**src/rtl/rgb_channel_sequencer.sv**
```systemverilog
// rgb_channel_sequencer
//   Upstream feeder for the 3-input channel mux. Accepts one RGB pixel per
//   valid/ready handshake into a 2-deep buffer (ACTIVE + PEND). It presents
//   the ACTIVE pixel's bytes on mux_a/b/c and steps mux_sel through the three
//   channels, one channel per accepted output beat.
//
// Ports
//   clk, rst        clock, asynchronous active-high reset
//   in_valid/ready  pixel handshake; in_r/g/b pixel bytes, in_last end of frame
//   mux_a/b/c       ACTIVE pixel R/G/B (0 when ACTIVE is empty)
//   mux_sel         channel select (2'b11 when idle, so the mux outputs 0)
//   out_valid/ready channel-beat handshake
//   out_ch_first    first channel beat of a pixel
//   out_ch_last     final channel beat of a pixel
//   out_frame_last  final channel beat of the in_last pixel
//   busy            a pixel is active or pending
//
// Build option
//   SEQ_BGR_ORDER_EN  when defined, channels are issued B, G, R instead of R, G, B.
//                     Timing and handshake are the same in both builds.

module rgb_channel_sequencer #(
  parameter int DATA_W = 8
) (
  input  logic              clk,
  input  logic              rst,
  input  logic              in_valid,
  output logic              in_ready,
  input  logic [DATA_W-1:0] in_r,
  input  logic [DATA_W-1:0] in_g,
  input  logic [DATA_W-1:0] in_b,
  input  logic              in_last,
  output logic [DATA_W-1:0] mux_a,
  output logic [DATA_W-1:0] mux_b,
  output logic [DATA_W-1:0] mux_c,
  output logic [1:0]        mux_sel,
  output logic              out_valid,
  input  logic              out_ready,
  output logic              out_ch_first,
  output logic              out_ch_last,
  output logic              out_frame_last,
  output logic              busy
);

`ifdef SEQ_BGR_ORDER_EN
  localparam logic [1:0] SEL_CH0 = 2'b10;
  localparam logic [1:0] SEL_CH2 = 2'b00;
`else
  localparam logic [1:0] SEL_CH0 = 2'b00;
  localparam logic [1:0] SEL_CH2 = 2'b10;
`endif
  localparam logic [1:0] SEL_CH1  = 2'b01;
  localparam logic [1:0] SEL_IDLE = 2'b11;

  typedef enum logic [1:0] {IDLE = 2'd0, CH0 = 2'd1, CH1 = 2'd2, CH2 = 2'd3} state_t;

  state_t state, state_nxt;

  // Stage p0: PEND slot (next pixel)
  logic              vld_p0;
  logic [DATA_W-1:0] r_p0, g_p0, b_p0;
  logic              last_p0;

  // Stage p1: ACTIVE slot (pixel being serialised)
  logic              vld_p1;
  logic [DATA_W-1:0] r_p1, g_p1, b_p1;
  logic              last_p1;

  logic fire_in, beat, release_act;
  logic act_from_pend, act_from_in, pend_from_in;

  // Input can only be taken while PEND is free, so an input handshake never
  // coincides with a PEND->ACTIVE move that leaves PEND still occupied.
  assign in_ready    = !vld_p0;
  assign fire_in     = in_valid && in_ready;
  assign beat        = out_valid && out_ready;
  assign release_act = beat && (state == CH2);

  assign act_from_pend = release_act && vld_p0;
  assign act_from_in   = fire_in && (!vld_p1 || release_act);
  assign pend_from_in  = fire_in && vld_p1 && !release_act;

  // Control: slot occupancy and FSM state
  always_ff @(posedge clk or posedge rst) begin
    if (rst) begin
      state  <= IDLE;
      vld_p0 <= 1'b0;
      vld_p1 <= 1'b0;
    end else begin
      state <= state_nxt;
      if (release_act) begin
        if (vld_p0) begin
          vld_p1 <= 1'b1;
          vld_p0 <= 1'b0;
        end else begin
          vld_p1 <= fire_in;
        end
      end else if (pend_from_in) begin
        vld_p0 <= 1'b1;
      end else if (act_from_in) begin
        vld_p1 <= 1'b1;
      end
    end
  end

  // Data: slot contents are qualified by vld_p0/vld_p1, so they need no reset
  always_ff @(posedge clk) begin
    if (pend_from_in) begin
      r_p0    <= in_r;
      g_p0    <= in_g;
      b_p0    <= in_b;
      last_p0 <= in_last;
    end
    if (act_from_pend) begin
      r_p1    <= r_p0;
      g_p1    <= g_p0;
      b_p1    <= b_p0;
      last_p1 <= last_p0;
    end else if (act_from_in) begin
      r_p1    <= in_r;
      g_p1    <= in_g;
      b_p1    <= in_b;
      last_p1 <= in_last;
    end
  end

  always_comb begin
    state_nxt = state;
    case (state)
      IDLE: if (fire_in) state_nxt = CH0;
      CH0:  if (beat)    state_nxt = CH1;
      CH1:  if (beat)    state_nxt = CH2;
      CH2:  if (beat)    state_nxt = (vld_p0 || fire_in) ? CH0 : IDLE;
      default:           state_nxt = IDLE;
    endcase
  end

  always_comb begin
    out_valid      = 1'b0;
    mux_sel        = SEL_IDLE;
    out_ch_first   = 1'b0;
    out_ch_last    = 1'b0;
    out_frame_last = 1'b0;
    case (state)
      CH0: begin
        out_valid    = 1'b1;
        mux_sel      = SEL_CH0;
        out_ch_first = 1'b1;
      end
      CH1: begin
        out_valid = 1'b1;
        mux_sel   = SEL_CH1;
      end
      CH2: begin
        out_valid      = 1'b1;
        mux_sel        = SEL_CH2;
        out_ch_last    = 1'b1;
        out_frame_last = last_p1;
      end
      default: ;
    endcase
  end

  assign mux_a = vld_p1 ? r_p1 : '0;
  assign mux_b = vld_p1 ? g_p1 : '0;
  assign mux_c = vld_p1 ? b_p1 : '0;
  assign busy  = vld_p1 || vld_p0;

endmodule
```
**config.mk**
```make
export PLATFORM = sky130hd
export DESIGN_NAME = rgb_channel_sequencer
export DESIGN_NICKNAME = d
export VERILOG_FILES = /design/src/rtl/rgb_channel_sequencer.sv
export SDC_FILE = /design/constraint.sdc
export NUM_CORES = 1
export LEC_CHECK = 0
export ABC_AREA = 1
export BUFFER_PORTS_ARGS = -buffer_cell sky130_fd_sc_hd__buf_2
export CAP_MARGIN = 20
export CORE_MARGIN = 8
export CORE_UTILIZATION = 50
export DETAILED_ROUTE_END_ITERATION = 16
export PLACE_DENSITY = 0.83
export SKIP_CTS_REPAIR_TIMING = 1
export SLEW_MARGIN = 20
export SYNTH_ARGS = -nofsm -noshare
export SYNTH_HDL_FRONTEND = slang
export SYNTH_SLANG_ARGS = --single-unit
```
**constraint.sdc**
```tcl
create_clock -name clk -period 5.9 [get_ports clk]
set_clock_uncertainty 0.2 [all_clocks]
set_input_delay 0.295 -clock clk [delete_from_list [all_inputs] [get_ports clk]]
set_output_delay 0.295 -clock clk [all_outputs]
set_load 0.02 [all_outputs]
```
==> load_flow_metrics.sql, run 1 <==
INSERT INTO impl_metrics (metric_group, metric, value, unit) VALUES
('run_status', 'result_of_the_run', 'finished clean', ''),
('pwr', 'fin_total_pwr', '1357', 'uW'),
('critical_path', 'worst_setup_path_end_kind', 'flop', ''),
('cells_and_area', 'final.fill_count', '355', ''),
('grt', 'wire_length_of_the_first_global_routing_pass', '7251', 'um'),
('logic_synthesis', 'post_synth_instance_area', '2506', 'um2'),
('logic_synthesis', 'synthAdderAreaFrac', '0.01997', ''),
('logic_synthesis', 'cell_variety_after_synth', '18', ''),
('logic_synthesis', 'post_synth_main_area_contributors', 'sky130_fd_sc_hd__edfxtp_1 (60%), sky130_fd_sc_hd__nand2_1 (9.0%), sky130_fd_sc_hd__o21ai_2 (8.7%)', ''),
('grt', 'first_global_vias', '1636', ''),
('floorplan', 'floorplan.rows', '25', ''),
('hold_path', 'holdCritPathClass', 'primary input to flop', ''),
('sta', 'final-max-slew-violation-count', '0', ''),
('cells_and_area', 'share_of_post_route_cells_with_drive_strength_above_1', '0.3259', ''),
('critical_path', 'stage_delay_of_the_slowest_cell_on_the_critical_path', '0.68', 'ns'),
('pwr', 'powerDensity', '420.2', 'nW/um2'),
('clock_tree', 'cts_sinks', '54', ''),
('critical_path', 'start_kind', 'flop', ''),
('critical_path', 'r2r_startpoint', 'vld_p1', ''),
('critical_path', 'path_max_fanout', '26', ''),
('pwr', 'switching_power_as_a_share_of_total_power', '0.3686', ''),
('critical_path', 'r2r_end', 'r_p1[7]', ''),
('cells_and_area', 'fin_area', '3231', 'um2'),
('clock_tree', 'cts.htree.levels', '2', ''),
('clock_tree', 'worst_skew_pair.late_latency', '0.31', 'ns'),
('logic_synthesis', 'yosys.area_share.simple', '0.1333', ''),
('routing', 'avgViaCountPerCell', '4.522', ''),
('place', 'io_buffer_count', '60', ''),
('sta', 'finalWorstPathRequiredPeriod', '2.470', 'ns'),
('clock_tree', 'cts_buffer_depth', '2', ''),
('sta', 'tns', '0', 'ns'),
('routing', 'ant_nets', '0', ''),
('grt', 'grt_max_degree', '52', ''),
('grt', 'grt_overflow', '0', ''),
('pwr', 'power_frac_comb', '0.374', ''),
('sta', 'hold_viol', '0', ''),
('floorplan', 'floorplan.initialDensity', '0.5237', ''),
('logic_synthesis', 'synth-xor-area-share', '0', ''),
('sta', 'grt_setup_unrepaired', 'false', ''),
('critical_path', 'timing.critical_path.arrival', '2.28', 'ns'),
('hold_path', 'timing.hold.worst_endpoint', 'vld_p1', ''),
('sta', 'transition_time_of_the_tightest_slew_check_pin', '0.7811', 'ns'),
('critical_path', 'setup.reg_to_reg.worst_slack', '3.43', 'ns'),
('floorplan', 'die_extent_in_x', '86.80', 'um'),
('logic_synthesis', 'synthDominantCellAreaShare', '0.5991', ''),
('clock_tree', 'clk_pin_slew', '0.09', 'ns'),
('logic_synthesis', 'proportion_of_synthesized_area_in_mux_cells', '0', ''),
('clock_tree', 'cts_tree', 'yes', ''),
('critical_path', 'worstPathCellList', 'or2_1, a21boi_2, buf_4', ''),
('pwr', 'power.leakage', '0.001610', 'uW'),
('run', 'timing.max_cap.violations', '0', ''),
('routing', 'first_iter_violations', '120', ''),
('grt', 'antenna_found_initial', '0', ''),
('routing', 'drc', '0', ''),
('routing', 'route.final.wire_length', '4711', 'um'),
('logic_synthesis', 'syn_inst', '229', ''),
('pwr', 'internal_power', '857.1', 'uW'),
('routing', 'firstDrtPassIters', '4', ''),
('sta', 'final_worst_hold_slack', '0.1059', 'ns'),
('logic_synthesis', 'yosys_register_bits', '54', ''),
('cells_and_area', 'num-nets-final', '348', ''),
('logic_synthesis', 'yosysWarningCount', '0', ''),
('cells_and_area', 'syn_to_final_growth', '28.91', '%'),
('hold_path', 'holdCritStartpoint', 'in_valid', ''),
('logic_synthesis', 'ys_seq_area_frac', '0.6390', ''),
('clock_tree', 'cts.root.buffer_cell', 'sky130_fd_sc_hd__clkbuf_8', ''),
('clock_tree', 'cts_inserted_buffers', '5', ''),
('routing', 'route.vias.total', '1732', ''),
('logic_synthesis', 'synth_area_leader_cell', 'sky130_fd_sc_hd__edfxtp_1', ''),
('logic_synthesis', 'fraction_of_the_mapped_netlist_area_in_compound_gates', '0.09236', ''),
('critical_path', 'buf_inv_on_cp', '1', '');
cell usage after synthesis (all sizes together):
master  number
nand3        5
inv         58
nor2         5
nand2       65
or2          2
and3         1
a21boi       1
buf          8
ha           4
o21ai       26
dfrtp        4
edfxtp      50
tightest hold or removal path: cells and delay by family:
family	cells	cell delay, ns
AND/OR/NAND/NOR	2	0.18
buffers and inverters	1	0.10
power groups by stage:
| stage | sequential (uW) | combinational, uW | clock (uW) |
|---|---|---|---|
| global placement | 572 | 486 | 0 |
| detailed placement | 577 | 499 | 0 |
| CTS | 568 | 500 | 288 |
| finish | 567 | 508 | 282 |
| global route | 580 | 566 | 303 |
| floorplan | 554 | 376 | 0 |
cell families after synthesis:
group,count (synthesis)
AO/OA/AOI/OAI,27
adder cells (fa/ha/maj),4
buffers and inverters,66
flip-flops,54
AND/OR/NAND/NOR,78
state kept, by name, indices dropped and copies added (netlist names):
name,flops
g_p0,8
b_p1,8
g_p1,8
last_p0,1
vld_p1,1
last_p1,1
r_p1,8
r_p0,8
state,2
vld_p0,1
b_p0,8
layer usage:
| metal | up-vias | routed length (um) | track usage |
|---|---|---|---|
| met2 | 56 | 2426 | 0.2151 |
| met5 | - | 0 | 0 |
| li1 | 881 | - | - |
| met3 | 7 | 322 | 0.04820 |
| met4 | 0 | 86 | 0.05790 |
| met1 | 788 | 1876 | 0.1374 |
layout make-up:
| cell class | instances | area [um2] | share of cell area |
|---|---|---|---|
| clock buffers | 5 | 68.82 | 0.02130 |
| clock inverters | 3 | 63.81 | 0.01975 |
| inverters | 58 | 217.7 | 0.06739 |
| multi-input cells | 109 | 626.9 | 0.1940 |
| flip-flops and latches | 54 | 1602 | 0.4957 |
| well taps | 67 | 83.83 | 0.02595 |
| repair buffers | 87 | 568.0 | 0.1758 |
worst max path at each step:
stage | from | end | slack [ns] | cells past startpoint
after floorplan | state[0] | b_p1[0] | 3.10 | 3
after global placement | vld_p1 | g_p0[2] | 3.38 | 2
after global routing | vld_p1 | last_p1 | 3.23 | 3
after detailed placement | vld_p1 | b_p1[1] | 3.38 | 3
final | vld_p1 | r_p1[7] | 3.43 | 3
after CTS | vld_p1 | g_p1[7] | 3.37 | 3
placed cells by master, fill, tap and decap left out, types with 2 or more instances in the layout:
cell type                       instances
sky130_fd_sc_hd__o21ai_2               25
sky130_fd_sc_hd__nand3_1                4
sky130_fd_sc_hd__dlygate4sd3_1         26
sky130_fd_sc_hd__nor2_1                 3
sky130_fd_sc_hd__bufinv_16              2
sky130_fd_sc_hd__inv_1                 58
sky130_fd_sc_hd__edfxtp_1              50
sky130_fd_sc_hd__ha_1                   4
sky130_fd_sc_hd__clkbuf_8               5
sky130_fd_sc_hd__dfrtp_1                4
sky130_fd_sc_hd__buf_2                 60
sky130_fd_sc_hd__nand2_2                5
sky130_fd_sc_hd__nand2_1               60
per-stage QoR:
stage | util | setup WS, ns
detailed placement | 0.5929 | 3.376
finish | 0.6750 | 3.430
floorplan | - | 3.101
global placement | 0.5919 | 3.380
global route | 0.6750 | 3.227
CTS | 0.6207 | 3.369
(Power assumes the default switching activity.)
==> run 2: changes to the inputs <==
CORE_UTILIZATION = 48   (was 50)
PLACE_DENSITY = 0.84   (was 0.83)
clock period = 2 ns   (was 5.9 ns; I/O delays follow)
==> load_flow_metrics.sql, run 2 (synthesis results as in run 1) <==
INSERT INTO impl_metrics (metric_group, metric, value, unit) VALUES
('critical_path', 'cp_data_required_time', '1.70', 'ns'),
('grt', 'wire_length_of_the_first_global_routing_pass', '7169', 'um'),
('cells_and_area', 'num-nets-final', '352', ''),
('clock_tree', 'cts.htree.levels', '2', ''),
('floorplan', 'core_area', '5075', 'um2'),
('routing', 'wire_per_inst', '12.90', 'um'),
('routing', 'firstDrtPassIters', '4', ''),
('floorplan', 'chipHeight', '88.26', 'um'),
('pwr', 'switching_power_as_a_share_of_total_power', '0.3906', ''),
('critical_path', 'setup.reg_to_reg.worst_slack', '0.20', 'ns'),
('critical_path', 'critPathCapture', 'mux_sel[0]', ''),
('clock_tree', 'cts_tree', 'yes', ''),
('routing', 'ant_nets', '0', ''),
('pwr', 'power_frac_comb', '0.429', ''),
('sta', 'hold_viol', '0', ''),
('clock_tree', 'cts_inserted_buffers', '5', ''),
('critical_path', 'start_kind', 'flop', ''),
('critical_path', 'r2r_startpoint', 'state[0]', ''),
('critical_path', 'timing.critical_path.arrival', '1.57', 'ns'),
('critical_path', 'worst_r2r_path_depth', '5', ''),
('critical_path', 'r2r_end', 'b_p0[7]', ''),
('clock_tree', 'cts_buffer_depth', '2', ''),
('pwr', 'seqPwrFrac', '0.422', ''),
('floorplan', 'top_level_ports', '61', ''),
('floorplan', 'die_extent_in_x', '88.26', 'um'),
('grt', 'grtUsageTotal', '0.1224', ''),
('cells_and_area', 'mostFrequentLayoutCells', 'sky130_fd_sc_hd__nand2_1 (60), sky130_fd_sc_hd__buf_2 (60), sky130_fd_sc_hd__inv_1 (58), sky130_fd_sc_hd__edfxtp_1 (50), sky130_fd_sc_hd__dlygate4sd3_1 (27)', ''),
('sta', 'timing.final.setup_violations', '0', ''),
('routing', 'route.vias.total', '1745', ''),
('floorplan', 'floorplan.die_area', '7789', 'um2'),
('place', 'number_of_instances_in_the_placed_design', '355', ''),
('sta', 'final_worst_hold_slack', '0.03019', 'ns'),
('place', 'globalplace.congestion', '0.8541', ''),
('clock_tree', 'worst_skew_pair.late_latency', '0.30', 'ns'),
('place', 'dp_hpwl', '3484', 'um'),
('pwr', 'clockPowerShare', '0.149', ''),
('grt', 'grt_max_degree', '52', ''),
('grt', 'grt_overflow', '0', ''),
('clock_tree', 'cts_sinks', '54', ''),
('cells_and_area', 'n_antenna_cell', '0', ''),
('critical_path', 'crit_slowest_cell', 'sky130_fd_sc_hd__dfrtp_1', ''),
('cells_and_area', 'syn_to_final_growth', '30.40', '%'),
('routing', 'avgViaCountPerCell', '4.474', ''),
('sta', 'finalWorstPathRequiredPeriod', '1.873', 'ns'),
('sta', 'tns', '0', 'ns'),
('pwr', 'p_sw', '1503', 'uW'),
('sta', 'grt_setup_unrepaired', 'false', ''),
('routing', 'drc', '0', ''),
('sta', 'period_share', '0.9364', ''),
('grt', 'first_global_vias', '1549', ''),
('sta', 'transition_time_of_the_tightest_slew_check_pin', '0.2741', 'ns'),
('clock_tree', 'clk_pin_slew', '0.09', 'ns'),
('sta', 'slew-limit-headroom', '0.8173', ''),
('clock_tree', 'cts.root.buffer_cell', 'sky130_fd_sc_hd__clkbuf_8', ''),
('routing', 'first_iter_violations', '122', ''),
('floorplan', 'floorplan.initialDensity', '0.4938', ''),
('critical_path', 'crit_path_launch', 'state[0]', ''),
('floorplan', 'floorplan.rows', '26', ''),
('pwr', 'power.leakage', '0.001626', 'uW'),
('sta', 'fmaxAchievable', '533.9', 'MHz'),
('cells_and_area', 'final-instance-count-excl-fill', '390', ''),
('cells_and_area', 'share_of_post_route_cells_with_drive_strength_above_1', '0.3344', ''),
('critical_path', 'path_max_fanout', '5', ''),
('critical_path', 'timing.setup.critical_path_class', 'flop to primary output', ''),
('hold_path', 'holdCritPathClass', 'primary input to asynchronous set/reset pin', ''),
('critical_path', 'worst_setup_path_end_kind', 'primary output', ''),
('grt', 'antenna_found_initial', '0', ''),
('run', 'timing.max_cap.violations', '0', ''),
('critical_path', 'worstPathCellList', 'inv_1, ha_1, or2_2, buf_2', ''),
('routing', 'route.final.wire_length', '5030', 'um'),
('critical_path', 'stage_delay_of_the_slowest_cell_on_the_critical_path', '0.44', 'ns'),
('pwr', 'internal_power', '2345', 'uW'),
('place', 'io_buffer_count', '60', ''),
('run_status', 'result_of_the_run', 'finished clean', ''),
('sta', 'final-max-slew-violation-count', '0', ''),
('pwr', 'powerDensity', '1177', 'nW/um2'),
('pwr', 'vdd_ir_drop_max', '0.6862', 'mV');
## run 2: how the worst min path moves through the flow
stage | from | to | slack (ns)
after floorplan | rst | state[0] | -0.33
after global placement | rst | state[1] | -0.21
after detailed placement | rst | state[1] | -0.21
final | rst | state[1] | 0.03
after global routing | rst | state[1] | 0.04
after CTS | rst | state[1] | -0.53
## run 2: layout make-up
cell class | count | area, um2
clock buffer | 6 | 72.57
multi-input combinational | 109 | 636.9
inverter | 58 | 217.7
clock inverter | 2 | 13.76
sequential | 54 | 1602
fill | 367 | 1807
timing repair buffer | 91 | 638.1
tap | 70 | 87.58
## run 2: power by group through the flow
stage | Sequential (uW) | Combinational, uW | Clock, uW
finish | 1620 | 1650 | 574
global route | 1640 | 1800 | 645
CTS | 1620 | 1620 | 591
detailed placement | 1650 | 1610 | 0
global placement | 1630 | 1560 | 0
floorplan | 1630 | 1140 | 0
## run 2: stage by stage
step | worst slack [ns] | utilization | area (um2) | total power, uW
floorplan | 0.04724 | - | 2527 | 2764
global placement | 0.2956 | 0.5737 | 2912 | 3197
detailed placement | 0.2264 | 0.5737 | 2912 | 3260
CTS | 0.1449 | 0.5907 | 2998 | 3830
global route | 0.06638 | 0.6440 | 3268 | 4090
finish | 0.1271 | 0.6440 | 3268 | 3848
## run 2: critical path: cells and delay by family (launching register included)
family	cells	cell delay [ns]
DFF	1	0.44
and+or+nand+nor	1	0.30
buffers and inverters	2	0.28
adders and majority gates	1	0.26
## run 2: per-layer routing
layer,share of wire,vias up,track usage
li1,-,888,-
met1,0.39,787,0.1314
met2,0.53,56,0.2111
met3,0.059,14,0.03621
met4,0.029,0,0.06759
met5,0,-,0
==> run 3: changes to the inputs <==
MAX_ROUTING_LAYER = met4   (was default)
==> load_flow_metrics.sql, run 3 (synthesis results as in run 1) <==
INSERT INTO impl_metrics (metric_group, metric, value, unit) VALUES
('sta', 'final-max-slew-violation-count', '0', ''),
('clock_tree', 'clk_pin_slew', '0.09', 'ns'),
('clock_tree', 'cts_sinks', '54', ''),
('grt', 'grtUsageTotal', '0.1262', ''),
('hold_path', 'holdCritPathClass', 'primary input to asynchronous set/reset pin', ''),
('clock_tree', 'cts_buffer_depth', '2', ''),
('cells_and_area', 'syn_to_final_growth', '30.40', '%'),
('pwr', 'powerDensity', '1177', 'nW/um2'),
('grt', 'antenna_found_initial', '0', ''),
('floorplan', 'floorplan.initialDensity', '0.4938', ''),
('sta', 'hold_viol', '0', ''),
('critical_path', 'start_kind', 'flop', ''),
('routing', 'avgViaCountPerCell', '4.477', ''),
('critical_path', 'cp_data_required_time', '1.70', 'ns'),
('place', 'globalplace.congestion', '0.8677', ''),
('clock_tree', 'cts_inserted_buffers', '5', ''),
('clock_tree', 'worst_skew_pair.late_latency', '0.30', 'ns'),
('critical_path', 'worst_r2r_path_depth', '5', ''),
('critical_path', 'timing.critical_path.arrival', '1.57', 'ns'),
('critical_path', 'path_max_fanout', '5', ''),
('sta', 'fmaxAchievable', '533.6', 'MHz'),
('grt', 'wire_length_of_the_first_global_routing_pass', '7189', 'um'),
('sta', 'period_share', '0.9370', ''),
('critical_path', 'timing.setup.critical_path_class', 'flop to primary output', ''),
('sta', 'timing.final.setup_violations', '0', ''),
('critical_path', 'worst_path_dominant_cell_family', 'flip-flops', ''),
('critical_path', 'buf_inv_on_cp', '2', ''),
('sta', 'grt_setup_unrepaired', 'false', ''),
('floorplan', 'floorplan.die_area', '7789', 'um2'),
('floorplan', 'top_level_ports', '61', ''),
('cells_and_area', 'multi_input_area', '636.9', 'um2'),
('critical_path', 'setup.reg_to_reg.worst_slack', '0.20', 'ns'),
('place', 'dp_worst_setup_slack', '0.2264', 'ns'),
('cells_and_area', 'share_of_post_route_cells_with_drive_strength_above_1', '0.3344', ''),
('critical_path', 'worstPathCellList', 'inv_1, ha_1, or2_2, buf_2', ''),
('routing', 'wire_per_inst', '12.92', 'um'),
('run', 'timing.max_cap.violations', '0', ''),
('routing', 'drc', '0', ''),
('sta', 'slew-limit-headroom', '0.8181', ''),
('routing', 'route.vias.total', '1746', ''),
('floorplan', 'core_area', '5075', 'um2'),
('floorplan', 'floorplan.rows', '26', ''),
('clock_tree', 'cts.root.buffer_cell', 'sky130_fd_sc_hd__clkbuf_8', ''),
('grt', 'grt_max_degree', '52', ''),
('sta', 'transition_time_of_the_tightest_slew_check_pin', '0.2729', 'ns'),
('run_status', 'result_of_the_run', 'finished clean', ''),
('sta', 'finalWorstPathRequiredPeriod', '1.874', 'ns'),
('critical_path', 'stage_delay_of_the_slowest_cell_on_the_critical_path', '0.44', 'ns'),
('grt', 'first_global_vias', '1547', ''),
('place', 'dp_hpwl', '3484', 'um'),
('pwr', 'vdd_ir_drop_max', '0.6878', 'mV'),
('cells_and_area', 'n_antenna_cell', '0', ''),
('critical_path', 'r2r_startpoint', 'state[0]', ''),
('sta', 'fin_ws', '0.1261', 'ns'),
('clock_tree', 'cts.htree.levels', '2', ''),
('cells_and_area', 'final.fill_count', '367', ''),
('floorplan', 'chipHeight', '88.26', 'um'),
('grt', 'grt_overflow', '0', ''),
('routing', 'first_iter_violations', '116', ''),
('routing', 'ant_nets', '0', ''),
('place', 'io_buffer_count', '60', ''),
('routing', 'firstDrtPassIters', '4', ''),
('cells_and_area', 'fin_area', '3268', 'um2'),
('sta', 'tns', '0', 'ns'),
('pwr', 'power.leakage', '0.001626', 'uW'),
('floorplan', 'die_extent_in_x', '88.26', 'um'),
('critical_path', 'crit_slowest_cell', 'sky130_fd_sc_hd__dfrtp_1', ''),
('cells_and_area', 'num-nets-final', '352', ''),
('critical_path', 'r2r_end', 'b_p0[2]', ''),
('cells_and_area', 'mostFrequentLayoutCells', 'sky130_fd_sc_hd__nand2_1 (60), sky130_fd_sc_hd__buf_2 (60), sky130_fd_sc_hd__inv_1 (58), sky130_fd_sc_hd__edfxtp_1 (50), sky130_fd_sc_hd__dlygate4sd3_1 (27)', ''),
('cells_and_area', 'register_area', '1602', 'um2'),
('critical_path', 'worst_setup_path_end_kind', 'primary output', ''),
('clock_tree', 'cts_tree', 'yes', ''),
('routing', 'route.final.wire_length', '5037', 'um'),
('place', 'placement.cell_area', '2912', 'um2');
-- run 3: worst max-delay path by stage --
stage,from,end,slack (ns),cells past startpoint
2_1_floorplan,state[0],b_p1[0],0.05,3
3_3_place_gp,state[0],g_p0[2],0.30,5
3_5_place_dp,state[0],b_p0[7],0.23,5
4_1_cts,state[0],mux_sel[0],0.14,4
5_1_grt,state[0],mux_sel[0],0.07,4
6_report,state[0],mux_sel[0],0.13,4
-- run 3: area by class of cell --
type	instances	area share
tap	70	0.02680
timing repair buffer	91	0.1953
multi-input combinational	109	0.1949
clock inverter	2	0.004211
inverter	58	0.06662
sequential	54	0.4900
clock buffer	6	0.02221
-- run 3: per-layer routing --
metal / global-route usage / wire length (um)
met5: - / 0
met4: 0.06759 / 144
met3: 0.03435 / 298
met2: 0.2111 / 2655
met1: 0.1331 / 1938
-- run 3: through the flow --
stage	hold slack (ns)	utilization	total power, uW	std cells
6_report	0.02927	0.6440	3846	390
3_3_place_gp	-0.2105	0.5737	3197	355
4_1_cts	-0.5338	0.5907	3830	363
5_1_grt	0.03960	0.6440	4090	390
3_5_place_dp	-0.2056	0.5737	3260	355
2_1_floorplan	-0.3339	-	2764	229
-- run 3: tightest hold or removal path, cell delays in order --
cell	delay (ns)
sky130_fd_sc_hd__dlygate4sd3_1	0.53
sky130_fd_sc_hd__buf_2	0.12
sky130_fd_sc_hd__inv_1	0.13
-- run 3: power breakdown --
part           total [uW]  switching (uW)  internal (uW)  leakage [uW]
clock network         571             324            247     0.0000452
registers            1620            86.7           1540      0.000502
logic                1650            1090            561       0.00108
total                3850            1500           2340       0.00163
